`config.mk`:
```
export PLATFORM = sky130hd
export DESIGN_NAME = queue_drain_ctrl
export DESIGN_NICKNAME = d
export VERILOG_FILES = /design/src/rtl/queue_pkg.sv /design/src/rtl/queue_drain_ctrl_rate_tick_gen.sv /design/src/rtl/queue_drain_ctrl.sv
export SDC_FILE = /design/constraint.sdc
export NUM_CORES = 1
export LEC_CHECK = 0
export ABC_AREA = 1
export CAP_MARGIN = 20
export CORE_MARGIN = 2
export CORE_UTILIZATION = 50
export DETAILED_ROUTE_END_ITERATION = 10
export PLACE_DENSITY = 0.85
export SYNTH_ARGS = -nofsm -noshare
export SYNTH_HDL_FRONTEND = slang
export SYNTH_SLANG_ARGS = --single-unit
```
`constraint.sdc`:
```
create_clock -name clock10mhz -period 3 [get_ports clock10mhz]
set_clock_uncertainty 0.05 [all_clocks]
set_input_delay 0.3 -clock clock10mhz [delete_from_list [all_inputs] [get_ports clock10mhz]]
set_output_delay 0.3 -clock clock10mhz [all_outputs]
set_load 0.01 [all_outputs]
```
`src/rtl/queue_pkg.sv`:
```
// Shared types and constants for the 8-entry byte queue and its drain controller.
package queue_pkg;

    localparam int DATA_W      = 8;
    localparam int LEN_W       = 4;
    localparam int QUEUE_DEPTH = 8;

    typedef logic [DATA_W-1:0] byte_t;
    typedef logic [LEN_W-1:0]  len_t;

    typedef enum logic [1:0] {
        IDLE,
        DEQ,
        CAPT,
        HOLD
    } drain_state_t;

    // An occupancy above the physical depth means the queue is misbehaving.
    function automatic logic len_is_illegal(input len_t len);
        return len > len_t'(QUEUE_DEPTH);
    endfunction

endpackage

```
`src/rtl/queue_drain_ctrl_rate_tick_gen.sv`:
```
// Drain-rate tick generator: one-cycle tick every TICK_DIV clocks (every cycle when TICK_DIV=1).
module rate_tick_gen #(
    parameter int TICK_DIV = 10
) (
    input  logic clock10mhz,
    input  logic reset,
    output logic tick
);

    localparam int CW = (TICK_DIV > 1) ? $clog2(TICK_DIV) : 1;
    localparam logic [CW-1:0] LAST = CW'(TICK_DIV - 1);

    logic [CW-1:0] count;

    // Free-running 0..TICK_DIV-1 counter; tick marks the last count of each period.
    always_ff @(posedge clock10mhz or posedge reset) begin
        if (reset) begin
            count <= '0;
        end else if (count == LAST) begin
            count <= '0;
        end else begin
            count <= count + CW'(1);
        end
    end

    assign tick = (count == LAST);

endmodule

```
`src/rtl/queue_drain_ctrl.sv`:
```
// Queue drain controller: pulls one byte at a time from the byte queue at a
// programmable rate and hands it downstream on a valid/ready handshake.
// Optional running XOR checksum of accepted bytes: define QUEUE_DRAIN_CHECKSUM_EN.
module queue_drain_ctrl
    import queue_pkg::*;
#(
    parameter int TICK_DIV = 10,
    parameter int CNT_W    = 16
) (
    input  logic              clock10mhz,
    input  logic              reset,
    input  logic [LEN_W-1:0]  len_in,
    input  logic [DATA_W-1:0] data_in,
    output logic              dequeue_out,
    output logic [DATA_W-1:0] data_out,
    output logic              valid_out,
    input  logic              ready_in,
    output logic [CNT_W-1:0]  byte_count_out,
    output logic              protocol_err_out,
    output logic [DATA_W-1:0] checksum_out
);

    drain_state_t state;
    drain_state_t next_state;
    logic         tick;
    logic         tick_pending;
    logic         start_deq;
    logic         capture;
    logic         transfer;

    rate_tick_gen #(
        .TICK_DIV (TICK_DIV)
    ) u_tick_gen (
        .clock10mhz (clock10mhz),
        .reset      (reset),
        .tick       (tick)
    );

    // State register for the drain sequencer.
    always_ff @(posedge clock10mhz or posedge reset) begin
        if (reset) begin
            state <= IDLE;
        end else begin
            state <= next_state;
        end
    end

    // Sequencer: one dequeue, one capture, then hold until the byte is taken.
    always_comb begin
        next_state  = state;
        dequeue_out = 1'b0;
        start_deq   = 1'b0;
        capture     = 1'b0;
        transfer    = 1'b0;
        case (state)
            IDLE: begin
                if ((tick || tick_pending) && (len_in != '0)) begin
                    next_state = DEQ;
                    start_deq  = 1'b1;
                end
            end
            DEQ: begin
                dequeue_out = 1'b1;
                next_state  = CAPT;
            end
            CAPT: begin
                capture    = 1'b1;
                next_state = HOLD;
            end
            HOLD: begin
                if (valid_out && ready_in) begin
                    transfer   = 1'b1;
                    next_state = IDLE;
                end
            end
            default: next_state = IDLE;
        endcase
    end

    // Remember one drain opportunity until it is used; extra ticks merge into it.
    always_ff @(posedge clock10mhz or posedge reset) begin
        if (reset) begin
            tick_pending <= 1'b0;
        end else if (start_deq) begin
            tick_pending <= 1'b0;
        end else if (tick) begin
            tick_pending <= 1'b1;
        end
    end

    // Output byte register and its valid flag for the downstream handshake.
    always_ff @(posedge clock10mhz or posedge reset) begin
        if (reset) begin
            data_out  <= '0;
            valid_out <= 1'b0;
        end else if (capture) begin
            data_out  <= data_in;
            valid_out <= 1'b1;
        end else if (transfer) begin
            valid_out <= 1'b0;
        end
    end

    // Count accepted transfers; wraps silently.
    always_ff @(posedge clock10mhz or posedge reset) begin
        if (reset) begin
            byte_count_out <= '0;
        end else if (transfer) begin
            byte_count_out <= byte_count_out + CNT_W'(1);
        end
    end

    // Sticky flag for an occupancy the queue can never legally report.
    always_ff @(posedge clock10mhz or posedge reset) begin
        if (reset) begin
            protocol_err_out <= 1'b0;
        end else if (len_is_illegal(len_in)) begin
            protocol_err_out <= 1'b1;
        end
    end

`ifdef QUEUE_DRAIN_CHECKSUM_EN
    // Fold every accepted byte into the running XOR checksum.
    always_ff @(posedge clock10mhz or posedge reset) begin
        if (reset) begin
            checksum_out <= '0;
        end else if (transfer) begin
            checksum_out <= checksum_out ^ data_out;
        end
    end
`else
    assign checksum_out = '0;
`endif

endmodule

```
==> summary.md <==
| Metric | Value |
|---|---|
| Tmin final | around 1.9 ns |
| Synthesis-stage register bit count | 33 |
| Main synth FF type | dfrtp_1 |
| Crit-path leading delay family | buffers and inverters |
| Crit end category | primary output |
| Ys async rst share | 1.000 |
| Min Hold Slack | between 0.2 and 0.3 ns |
| HPWL after DPL | roughly 2.2 mm |
| Worst hold-check path type | in2async |
| Crit share post-route | 0.6204 |
| Gr usage total | 0.1900 |
| H-tree lvl count | 2 |
| Initial DRC count | 30 |
| Maximum vdd drop | about 0.57 mV |
| Setup repair after global routing missed its margin | no |
| Status | finished clean |
| DR top layer | met4 |
| TritonCTS Buffers | 5 |
| Finished Cell Area | 2170 sq um |
| Cell Area, Synth | around 1600 sq um |
| Top fanout value on the critical path | 4 |
| Fin. max-slew vios | 0 |
| Root Buffer | clkbuf_4 |
| Fill cell count | roughly 260 |
| First-pass GRT wire length | about 5 mm |
| Ratio of cells with drive above 1 in the final layout | 0.09130 |
| Reg2reg start | state[0]$_DFFE_PP0P_ |
| R2r endpoint | state[0]$_DFFE_PP0P_ |
| CTS max path bufs | 2 |
| # IOs | 50 |
| Row count | 20 |
| CTS Sinks | 33 |
| CORE AREA | just over 3000 sq um |
| Routed WL | ~3 mm |
| Fin nets | roughly 250 |
| Post-CTS setup buffer count | 0 |
| Max cap viols | 0 |
| Vias after detailed routing | about 1300 |
| Worst path bufs/invs | 2 |
| Post-cts resize count | 0 |
| Crit. path cell count | 3 |
| Worst setup margin | ~1.1 ns |
| Yosys cell types | 27 |
| Antenna violations before repair | 0 |
| Initial Utilization | 0.5305 |
| Die Span X | 61.15 microns |
| R2R depth | 6 |
| TNS Setup | 0 ns |
| Worst-path cell chain | inv_1 -> ha_1 -> clkdlybuf4s50_1 |
| Met2 wire length | ~1.4 mm |
| # diodes | 0 |
| Largest cells by area after synthesis | dfrtp_1 (51%), nand2_1 (15%), ha_1 (3.8%) |
| M1 WL | 1.302 mm |
| Crit-path slowest cell | clkdlybuf4s50_1 |
| Pwr per Cell Area | about 730 nW/um^2 |
| Commonest cells post-synth | nand2_1 (67), dfrtp_1 (33), inv_1 (15) |
| YS warnings | 0 |
| LEAKAGE | about 0.0011 uW |
| GRT overflow | 0 |
| Final Hold Fails | 0 |
| Final setup fails | 0 |
| Vias in the first global route | between 1000 and 1500 |
| Worst EP required | roughly 2.7 ns |
| Vias per cell | around 4.6 |
| Hold Buf Count CTS | 0 |
| CP peak stage delay | roughly 0.52 ns |
| WS Path Type | reg2out |
| Startpoint Class | flop |
| DR pass1 iterations | 4 |
| Share of the synthesized area in the top cell type | 0.5057 |
| F_max | 537.3 MHz |
| Syn Inst Count | about 180 |
| Top-count cell post-synth | nand2_1 |
| DRC violations left | 0 |
| EDFF count, synth | 0 |
| Worst Setup Slack post-DPL | between 1 and 1.5 ns |
| Clock slew at reported path FFs | ~0.11 ns |
| Clock Latency Late Sink | about 0.34 ns |
| PortBufs | about 40 |
| Synth-to-layout area growth | 32.87% |
| Metal3 WL | 180 microns |
| Register area share after synthesis | 0.5057 |
| Drt wl/cell | 10.68 microns |
| Placer Congestion | between 0.6 and 0.7 |
| CTS tree | yes |
| WP data arrival | roughly 1.5 ns |
| Placed inst area | 2067 sq um |
| Final ANT Viol Nets | 0 |
| Mean area per synthesized cell | around 9 sq um |
| Largest net degree at the start of global routing | 34 |
| Worst reg2reg setup slack | 1.39 ns |
| Die area | about 3700 sq um |
| Cell taking the most area after synthesis | dfrtp_1 |
| Die Ht | ~61 microns |
## power by group
group | internal [uW] | leakage (uW) | switching, uW
Clock | 258 | 0.0000552 | 154
Sequential | 550 | 0.000413 | 89.8
Combinational | 266 | 0.000643 | 263
Total | 1070 | 0.00111 | 507
## registers in the layout, indices dropped and copies added (netlist names)
| signal | count |
|---|---|
| byte_count_out | 16 |
| data_out | 8 |
| state | 2 |
| u_tick_gen.count | 4 |
| valid_out | 1 |
| tick_pending | 1 |
| protocol_err_out | 1 |
## stage by stage
stage                     utilization  instances  total power [uW]
after detailed placement       0.6715        266              1180
after CTS                      0.7049        274              1598
after floorplan                     -        189             928.5
final                          0.7049        274              1581
after global placement         0.6715        266              1163
after global routing           0.7049        274              1690
## metal layers
metal,up-vias,global-route usage
li1,635,-
met1,572,0.2227
met2,39,0.3176
met3,7,0.06303
met4,0,0.08385
met5,-,0
## cell usage in the layout (no fill, tap or decap)
master           count
bufinv_16            2
nor2_4               2
clkdlybuf4s50_1     41
nand3_2              1
xor2_2               1
o22ai_1              1
nand2_2              1
nand4_1              1
inv_2                2
nand2_4              1
o21a_1               1
nor2_8               1
nor2_2               2
inv_1               15
clkinv_1             1
ha_1                 5
clkinv_2             1
clkbuf_4             5
nand3b_1             2
nor2_1              13
buf_4                1
xnor2_1              6
nor3_1               1
conb_1               8
o31ai_1              1
nand3_1              6
nand3_4              1
dfrtp_1             33
xor2_1               7
nand2_1             67
## cell families after synthesis
family	count (synthesis)	share of synthesized area
fa+ha+maj	5	0.03831
xor+xnor	14	0.07970
simple gates	99	0.2797
compound gates	3	0.01303
other cells	1	0.002297
flops	33	0.5057
buf+inv	27	0.08122
## final cells by class
class / count / area, sq um / area share
multi-input combinational: 129 / 700.7 / 0.3230
clock inverter: 3 / 65.06 / 0.02999
sequential: 33 / 825.8 / 0.3806
tap: 44 / 55.05 / 0.02537
clock buffer: 5 / 37.54 / 0.01730
timing repair buffer: 42 / 417.9 / 0.1926
inverter: 18 / 67.56 / 0.03114
## worst reg2reg max path, stage by stage (launching register included)
cell      delay, ns
dfrtp_1        0.44
inv_1          0.11
ha_1           0.33
clkinv_1       0.33
nand2_1        0.14
nand3_1        0.08
nand2_1        0.07
## worst max path at each step
stage / slack [ns] / startpoint / end
2_1_floorplan: 1.62 / state[0]$_DFFE_PP0P_ / byte_count_out[12]$_DFFE_PP0P_
3_3_place_gp: 1.33 / ready_in / byte_count_out[14]$_DFFE_PP0P_
3_5_place_dp: 1.28 / ready_in / byte_count_out[14]$_DFFE_PP0P_
4_1_cts: 1.12 / state[1]$_DFFE_PP0P_ / dequeue_out
5_1_grt: 1.07 / state[1]$_DFFE_PP0P_ / dequeue_out
6_report: 1.14 / state[1]$_DFFE_PP0P_ / dequeue_out
Note: power is estimated with default switching activity, not from simulation.
